[src/rtl/prpg_seq_ctrl.sv]
// prpg_seq_ctrl: instruction sequencer for the 8-bit PRPG datapath.
// Fetches 14-bit words from a combinational program ROM, decodes them and drives the
// LFSR engine (config/seed/step/load) and the pattern-memory address and strobes.
// Optional feature macro: PRPG_SEQ_RUNCNT_EN -- when defined, "run" steps opd times
// (opd == 0 counts as 1) through a RUN state; otherwise "run" always steps once.
module prpg_seq_ctrl #(
    parameter int unsigned PC_W   = 6,
    parameter int unsigned ADDR_W = 8
) (
    input  logic              i_clk,
    input  logic              i_rst,
    input  logic              i_start,
    input  logic [13:0]       i_instr,
    output logic [PC_W-1:0]   o_pc,
    output logic              o_tap_we,
    output logic [6:0]        o_tap,
    output logic              o_seed_we,
    output logic [7:0]        o_seed,
    output logic              o_step,
    input  logic [7:0]        i_lfsr_q,
    output logic              o_ld_we,
    output logic [7:0]        o_ld_data,
    output logic [ADDR_W-1:0] o_mem_addr,
    output logic              o_mem_we,
    output logic [7:0]        o_mem_wdata,
    output logic              o_mem_re,
    input  logic [7:0]        i_mem_rdata,
    output logic              o_busy,
    output logic              o_halted,
    output logic              o_err
);

    localparam logic [5:0] OpHalt    = 6'h00;
    localparam logic [5:0] OpConfig  = 6'h01;
    localparam logic [5:0] OpSeed    = 6'h02;
    localparam logic [5:0] OpRun     = 6'h03;
    localparam logic [5:0] OpInitAdr = 6'h04;
    localparam logic [5:0] OpStore   = 6'h05;
    localparam logic [5:0] OpAddAdr  = 6'h06;
    localparam logic [5:0] OpLoad    = 6'h07;

    typedef enum logic [2:0] {
        StIdle,
        StFetch,
        StExec,
`ifdef PRPG_SEQ_RUNCNT_EN
        StRun,
`endif
        StLdw,
        StHalt,
        StErr
    } state_e;

    state_e              r_state;
    state_e              w_state_next;
    logic [PC_W-1:0]     r_pc;
    logic [PC_W-1:0]     w_pc_next;
    logic [ADDR_W-1:0]   r_addr;
    logic [ADDR_W-1:0]   w_addr_next;
    logic [13:0]         r_ir;
    logic [6:0]          r_tap;
    logic [7:0]          r_seed;
    logic [7:0]          r_ld_data;
    logic [5:0]          w_op;
    logic [7:0]          w_opd;
    logic [ADDR_W-1:0]   w_opd_addr;

    assign w_op       = r_ir[13:8];
    assign w_opd      = r_ir[7:0];
    assign w_opd_addr = ADDR_W'(w_opd);

`ifdef PRPG_SEQ_RUNCNT_EN
    logic [7:0] r_remaining;
    logic [7:0] w_remaining_next;
    logic [7:0] w_run_count;

    assign w_run_count = (w_opd == 8'd0) ? 8'd1 : w_opd;
`endif

    assign o_pc        = r_pc;
    assign o_tap       = r_tap;
    assign o_seed      = r_seed;
    assign o_mem_addr  = r_addr;
    assign o_mem_wdata = i_lfsr_q;

    // Next-state, pc/address update and Moore strobes from registered state and IR.
    always_comb begin
        w_state_next = r_state;
        w_pc_next    = r_pc;
        w_addr_next  = r_addr;
        o_tap_we     = 1'b0;
        o_seed_we    = 1'b0;
        o_step       = 1'b0;
        o_ld_we      = 1'b0;
        o_mem_we     = 1'b0;
        o_mem_re     = 1'b0;
        o_busy       = 1'b0;
        o_halted     = 1'b0;
        o_err        = 1'b0;
        // In LDW the engine latches the read data this cycle, so it is passed straight through.
        o_ld_data    = r_ld_data;
`ifdef PRPG_SEQ_RUNCNT_EN
        w_remaining_next = r_remaining;
`endif
        case (r_state)
            StIdle, StHalt, StErr: begin
                o_halted = (r_state == StHalt);
                o_err    = (r_state == StErr);
                if (i_start) begin
                    w_pc_next    = '0;
                    w_addr_next  = '0;
                    w_state_next = StFetch;
                end
            end
            StFetch: begin
                o_busy       = 1'b1;
                w_state_next = StExec;
            end
            StExec: begin
                o_busy       = 1'b1;
                w_pc_next    = r_pc + 1'b1;
                w_state_next = StFetch;
                case (w_op)
                    OpHalt: begin
                        w_pc_next    = r_pc;
                        w_state_next = StHalt;
                    end
                    OpConfig:  o_tap_we  = 1'b1;
                    OpSeed:    o_seed_we = 1'b1;
                    OpRun: begin
                        o_step = 1'b1;
`ifdef PRPG_SEQ_RUNCNT_EN
                        if (w_run_count > 8'd1) begin
                            w_remaining_next = w_run_count - 8'd1;
                            w_pc_next        = r_pc;
                            w_state_next     = StRun;
                        end
`endif
                    end
                    OpInitAdr: w_addr_next = w_opd_addr;
                    OpStore:   o_mem_we    = 1'b1;
                    OpAddAdr:  w_addr_next = r_addr + w_opd_addr;
                    OpLoad: begin
                        o_mem_re     = 1'b1;
                        w_pc_next    = r_pc;
                        w_state_next = StLdw;
                    end
                    default: begin
                        w_pc_next    = r_pc;
                        w_state_next = StErr;
                    end
                endcase
            end
`ifdef PRPG_SEQ_RUNCNT_EN
            StRun: begin
                o_busy           = 1'b1;
                o_step           = 1'b1;
                w_remaining_next = r_remaining - 8'd1;
                if (r_remaining == 8'd1) begin
                    w_pc_next    = r_pc + 1'b1;
                    w_state_next = StFetch;
                end
            end
`endif
            StLdw: begin
                o_busy       = 1'b1;
                o_ld_we      = 1'b1;
                o_ld_data    = i_mem_rdata;
                w_pc_next    = r_pc + 1'b1;
                w_state_next = StFetch;
            end
            default: w_state_next = StIdle;
        endcase
    end

    // State, pc, address, IR and held engine operands.
    always_ff @(posedge i_clk or posedge i_rst) begin
        if (i_rst) begin
            r_state   <= StIdle;
            r_pc      <= '0;
            r_addr    <= '0;
            r_ir      <= '0;
            r_tap     <= '0;
            r_seed    <= '0;
            r_ld_data <= '0;
        end else begin
            r_state <= w_state_next;
            r_pc    <= w_pc_next;
            r_addr  <= w_addr_next;
            if (r_state == StFetch) begin
                r_ir <= i_instr;
                // Operands are captured at fetch so they are stable for the EXEC strobe.
                if (i_instr[13:8] == OpConfig) begin
                    r_tap <= i_instr[6:0];
                end
                if (i_instr[13:8] == OpSeed) begin
                    r_seed <= i_instr[7:0];
                end
            end
            if (r_state == StLdw) begin
                r_ld_data <= i_mem_rdata;
            end
        end
    end

`ifdef PRPG_SEQ_RUNCNT_EN
    // Remaining-step counter for multi-cycle run.
    always_ff @(posedge i_clk or posedge i_rst) begin
        if (i_rst) begin
            r_remaining <= '0;
        end else begin
            r_remaining <= w_remaining_next;
        end
    end
`endif

endmodule
[config.mk]
export PLATFORM = sky130hd
export DESIGN_NAME = prpg_seq_ctrl
export DESIGN_NICKNAME = d
export VERILOG_FILES = /design/src/rtl/prpg_seq_ctrl.sv
export SDC_FILE = /design/constraint.sdc
export NUM_CORES = 1
export LEC_CHECK = 0
export ABC_AREA = 1
export BUFFER_PORTS_ARGS = -buffer_cell sky130_fd_sc_hd__buf_2
export CAP_MARGIN = 0
export CORE_ASPECT_RATIO = 0.8
export CORE_MARGIN = 5
export CORE_UTILIZATION = 56
export CTS_CLUSTER_SIZE = 8
export DETAILED_ROUTE_END_ITERATION = 6
export PLACE_DENSITY = 0.95
export SYNTH_ARGS = -nofsm -noshare
export SYNTH_HDL_FRONTEND = slang
export SYNTH_SLANG_ARGS = --single-unit
[constraint.sdc]
create_clock -name i_clk -period 5.2 [get_ports i_clk]
set_input_delay 1.04 -clock i_clk [delete_from_list [all_inputs] [get_ports i_clk]]
set_output_delay 1.04 -clock i_clk [all_outputs]
set_load 0.005 [all_outputs]
==> impl_metrics.json, run 1 <==
{
  "worstSetupEndpointType": "primary output",
  "worst_slew_pin_slew_ns": 1.09,
  "nets": 478,
  "status": "finished, final reports clean",
  "final_cell_mix": "130 x nand2_1, 70 x buf_2, 54 x dfrtp_1",
  "cts_resized": 0,
  "cts_tree": "done",
  "synth_top_family_by_area": "simple AND/OR/NAND/NOR gates",
  "rsz0062_at_grt": "no",
  "ir_drop_uv": 250,
  "final_common_cell": "nand2_1",
  "path_max_fanout": 11,
  "synthSimpleGateAreaFrac_pct": 30.9,
  "crit_arrival_ns": 1.89,
  "io_pins": 87,
  "antenna_found_initial": 0,
  "finalCriticalPeriod_ns": 2.93,
  "dp_hpwl_mm": 5.16,
  "start_util_pct": 57.8,
  "ys_top_cells_by_area": "dfrtp_1 46%, nand2_1 17%, inv_1 5.7%",
  "hold_slack_ns": 0.484,
  "avgSynthCellArea_um2": 7.83,
  "cp_slowest_cell": "dfrtp_1",
  "nFillCells": 391,
  "place_congestion": 0.883,
  "track_usage_pct": 21.7,
  "synth.top_cell.area_share_pct": 46.4,
  "synth_nets": 414,
  "vias": 2642,
  "post-route-period-util_pct": 56.3,
  "wirelength_mm": 6.92,
  "drt_pass1_iterations": 5,
  "clk_pin_slew_ns": 0.10,
  "clk_latency_ns": 0.32,
  "synth_fa_ha_area_share_pct": 4.13,
  "power.density_nw_per_um2": 505,
  "cp_cell_sequence": "nand3_1 > clkinv_1 > nand2_1 > nand2_1 > buf_2",
  "grt_pass1_vias": 2522,
  "hold_viol": 0,
  "cts.path.max_buffers": 2,
  "fmax_ghz": 0.341,
  "grt_max_degree": 55,
  "slew_headroom_pct": 27.1,
  "chipWidth_um": 90.6,
  "criticalPathCategory": "flop to primary output",
  "synth_area_um2": 2910,
  "synth_seq_cells": 54,
  "h-tree-depth": 2,
  "setup_viol": 0,
  "ys_warn_count": 0,
  "cts_made_buffers": 5,
  "hp-class": "flop to flop",
  "fin_util_pct": 66.6,
  "grt_pass1_wl_mm": 11.6,
  "synth_compound_area_share_pct": 7.09,
  "muxShareOfSynthArea_pct": 0,
  "drive_gt1_share_pct": 24.3,
  "coreArea_um2": 5040,
  "cts_setup_buffers": 0,
  "first_iter_violations": 173,
  "final_antenna_net_count": 0,
  "leakage_nw": 1.96,
  "dieArea_um2": 6750,
  "hold_buffers": 0,
  "drc": 0,
  "wl_per_cell_um": 13.9,
  "portBuffers": 70,
  "synth_top_area_cell": "dfrtp_1",
  "max_cap_viol_count": 0,
  "synthCells": 372,
  "fp.dieH_um": 74.5,
  "yosysSeqAreaShare_pct": 46.4,
  "placement_rows": 23,
  "overflow": 0,
  "insertedDiodeCount": 0,
  "cts.sinks": 54,
  "synthXorXnorAreaFrac_pct": 1.50,
  "rrSetupSlack_ns": 3.41,
  "setup_tns_ns": 0,
  "area_growth_pct": 15.1,
  "start_kind": "flop",
  "crit_path_frequent_cell": "nand2_1",
  "drt-vias-per-instance": 5.29,
  "crit_required_ns": 4.16,
  "yosysUniqueCellTypes": 34,
  "cts_root_buffer": "clkbuf_8",
  "slowest_delay_ns": 0.47,
  "slew_viol_final": 0,
  "fin_worst_skew_ns": 0.00547
}
==> per-layer routing <==
layer | global-route usage, % | share of wire (%)
met1 | 27.6 | 43
met2 | 36.5 | 49
met3 | 4.45 | 6.4
met4 | 9.42 | 2.1
met5 | 0 | 0
==> critical path, delay by kind of cell, from the launching register on <==
kind / cells / cell delay, ns
simple gates: 3 / 0.61
flops: 1 / 0.47
buf+inv: 2 / 0.49
==> kinds of logic after synthesis <==
group / Yosys count
fa+ha+maj: 9
buf+inv: 67
compound gates: 40
flops: 54
xor+xnor: 5
simple gates: 197
==> final timing paths <==
kind,from,to,depth (start not counted)
max,r_state[0],o_ld_data[5],5
min,r_ld_data[3],r_ld_data[3],2
max reg2reg,r_state[2],o_pc[2],10
min reg2reg,r_ld_data[3],r_ld_data[3],2
max in group asynchronous,i_rst,o_seed[0],2
min in group asynchronous,i_rst,r_ld_data[3],2
==> through the flow <==
stage | cells | setup WS [ns] | power (mW) | area (um2)
6_report | 499 | 2.27 | 1.69 | 3350
2_1_floorplan | 372 | 2.85 | 1.20 | 2910
3_5_place_dp | 491 | 2.67 | 1.44 | 3250
3_3_place_gp | 491 | 2.75 | 1.38 | 3250
5_1_grt | 499 | 2.13 | 1.84 | 3350
4_1_cts | 499 | 2.29 | 1.70 | 3350
==> sequential cells by signal (all words and copies together), names as in the netlist <==
register / flops
o_pc: 6
o_tap: 7
r_state: 3
r_ld_data: 8
r_ir: 14
o_mem_addr: 8
o_seed: 8
==> power by group <==
group / switching [mW] / leakage [nW] / internal, mW / total [mW]
clock: 0.151 / 0.0506 / 0.101 / 0.252
combinational: 0.500 / 1.21 / 0.279 / 0.779
sequential: 0.106 / 0.707 / 0.557 / 0.663
==> final cells by class <==
| type | instances | area (um2) | area share [%] |
|---|---|---|---|
| tap | 62 | 77.6 | 2.31 |
| inverter | 54 | 205 | 6.12 |
| clock buffer | 5 | 68.8 | 2.05 |
| clock inverter | 3 | 28.8 | 0.859 |
| multi-input combinational | 251 | 1270 | 37.9 |
| timing repair buffer | 70 | 350 | 10.5 |
| sequential | 54 | 1350 | 40.3 |
==> cells in the mapped netlist (all sizes together) <==
cell and count:
nand2 136, dfrtp 54, inv 53, o21ai 35
nand3 27, nor2 18, buf 11, ha 8
nor3 5, xor2 4, nand3b 3, nor4 3
or2 3, a21oi 2, clkbuf 2, nand4 2
o21bai 2, clkinv 1, fa 1, o22ai 1
xnor2 1
(Power assumes the default switching activity.)
==> inputs of run 2 (changes only) <==
- ABC_AREA: 1 -> 0
- CORE_UTILIZATION: 56 -> 50
- PLACE_DENSITY: 0.95 -> 0.89
- clock period: 5.2 -> 3 ns (I/O delays scaled with it)
==> impl_metrics.json, run 2 <==
{
  "power.density_nw_per_um2": 872,
  "hold_viol": 0,
  "ff_latch_area_um2": 1350,
  "start_util_pct": 52.4,
  "hold_buffers": 0,
  "rsz0062_at_grt": "no",
  "fmax_ghz": 0.388,
  "crit_start": "r_state[2]",
  "pwr-share-clk_pct": 18.8,
  "slowest_delay_ns": 0.64,
  "wl_per_cell_um": 16.2,
  "slew_headroom_pct": 53.9,
  "cp_cell_sequence": "nand2b_1 > or4b_4 > nor2_1 > buf_2",
  "ys.flop_type": "dfrtp_1",
  "final_cell_mix": "70 x buf_2, 54 x dfrtp_1, 37 x mux2_2",
  "crit_required_ns": 2.40,
  "worstSetupEndpointType": "primary output",
  "portBuffers": 70,
  "p_int_mw": 1.78,
  "coreArea_um2": 5090,
  "hp-class": "primary input to async pin",
  "ir_drop_uv": 406,
  "synth.top_cell.area_share_pct": 50.6,
  "vias": 1968,
  "synth_area_um2": 2670,
  "drc": 0,
  "grt_max_degree": 35,
  "yosysSeqAreaShare_pct": 50.6,
  "chipWidth_um": 91.7,
  "yosysUniqueCellTypes": 48,
  "fin_worst_skew_ns": 0.00533,
  "cts_resized": 0,
  "synth_common_cells": "54 x dfrtp_1, 37 x mux2_2, 16 x nor2_1, 16 x o21ai_0, 12 x nand2_1",
  "start_kind": "flop",
  "ys_warn_count": 0,
  "synth_seq_cells": 54,
  "drt-vias-per-instance": 5.50,
  "crit_family": "simple AND/OR/NAND/NOR gates",
  "io_pins": 87,
  "status": "finished, final reports clean",
  "p_comb_share_pct": 37.2,
  "place_congestion": 0.846,
  "criticalPathCategory": "flop to primary output",
  "path_depth": 4,
  "largest_register_ffs": 14,
  "placement_rows": 23,
  "clk_latency_ns": 0.31,
  "synth_edf_count": 0,
  "cts.sinks": 54,
  "post-route-period-util_pct": 85.8,
  "grt_pass1_wl_mm": 9.53,
  "power.switching_mw": 0.966,
  "crit_end": "o_mem_re",
  "hold_slack_ns": 0.387,
  "dp_hpwl_mm": 4.45,
  "yosysMostFrequentCell": "dfrtp_1",
  "setup_tns_ns": 0,
  "ff2ff_path_depth": 5,
  "synth_async_sr_flop_share_pct": 100,
  "max_cap_viol_count": 0,
  "r2r-end": "o_mem_addr[3]",
  "wirelength_mm": 5.80,
  "crit_arrival_ns": 1.97,
  "h-tree-depth": 2,
  "final_common_cell": "buf_2",
  "avgSynthCellArea_um2": 11.7,
  "cts_setup_buffers": 0,
  "drt_pass1_iterations": 5,
  "track_usage_pct": 17.6,
  "cts.path.max_buffers": 2,
  "setup_viol": 0,
  "synthCells": 229,
  "leakage_nw": 1.63,
  "overflow": 0,
  "cp_slowest_cell": "or4b_4",
  "switching_share_pct": 35.2,
  "first_iter_violations": 162,
  "cts_root_buffer": "clkbuf_8",
  "cts_made_buffers": 5,
  "r2r-start": "r_state[2]",
  "path_max_fanout": 10,
  "dieArea_um2": 6910,
  "cp_num_buf_inv": 1,
  "clk_pin_slew_ns": 0.10,
  "final_antenna_net_count": 0,
  "slew_viol_final": 0,
  "finalCriticalPeriod_ns": 2.57,
  "fp.dieH_um": 75.4,
  "grt_pass1_vias": 1973,
  "antenna_found_initial": 0,
  "seq_power_share_pct": 43.9,
  "ys_top_cells_by_area": "dfrtp_1 51%, mux2_2 16%, ha_1 3.7%",
  "rrSetupSlack_ns": 0.86,
  "worst_slew_pin_slew_ns": 0.691,
  "synth_nets": 271,
  "cts_tree": "done",
  "synth_top_area_cell": "dfrtp_1",
  "insertedDiodeCount": 0,
  "multi_input_area_um2": 1190,
  "area_growth_pct": 17.9,
  "nets": 337,
  "nFillCells": 415,
  "drive_gt1_share_pct": 42.9,
  "largest_register": "r_ir"
}
[run 2: cell count changes after synthesis, sizes merged, moves of 6 or more]
cell,before,now
nand2,136,13
inv,53,9
mux2,0,37
nand3,27,2
o21ai,35,18
a21oi,2,8
[run 2: how the worst min path moves through the flow]
stage | cells after the start | startpoint | end
after floorplan | 1 | r_ld_data[0] | r_ld_data[0]
after global placement | 1 | r_ld_data[1] | r_ld_data[1]
after detailed placement | 1 | r_ld_data[7] | r_ld_data[7]
after CTS | 2 | i_rst | r_ld_data[1]
after global routing | 2 | i_rst | r_ld_data[1]
final | 2 | i_rst | r_ld_data[1]
[run 2: kinds of logic after synthesis]
family,synth area share [%]
AND/OR/NAND/NOR,11.9
flip-flops,50.6
AO/OA/AOI/OAI,10.6
multiplexers,16.0
buffers and inverters,4.83
adder cells (fa/ha/maj),4.50
XOR/XNOR,1.64
[run 2: area by class of cell]
type,instances,share of cell area (%)
clock buffers,6,2.62
clock inverters,2,1.23
inverters,9,1.07
multi-input cells,152,37.8
flip-flops and latches,54,42.9
well taps,62,2.47
repair buffers,73,11.8
[run 2: stage by stage]
step                instance area [um2]  cells  total power, mW  utilization, %  worst slack, ns
floorplan                          2670    229             1.89               -            0.962
finish                             3150    358             2.75            61.8            0.426
CTS                                3150    358             2.76            61.8            0.440
global route                       3150    358             2.95            61.8            0.330
global placement                   3030    350             2.18            59.4            0.850
detailed placement                 3030    350             2.24            59.4            0.800
[run 2: power by group through the flow]
stage / logic [mW] / clock network [mW] / registers, mW
after floorplan: 0.762 / 0 / 1.13
after global placement: 0.985 / 0 / 1.19
after detailed placement: 1.03 / 0 / 1.21
after CTS: 1.03 / 0.528 / 1.20
after global routing: 1.15 / 0.555 / 1.25
final: 1.02 / 0.517 / 1.21
[run 2: per-layer routing]
| layer | wire [um] | GRT usage [%] |
|---|---|---|
| met2 | 2830 | 29.9 |
| met3 | 333 | 3.85 |
| met4 | 126 | 7.25 |
| met5 | 0 | 0 |
| met1 | 2510 | 22.5 |
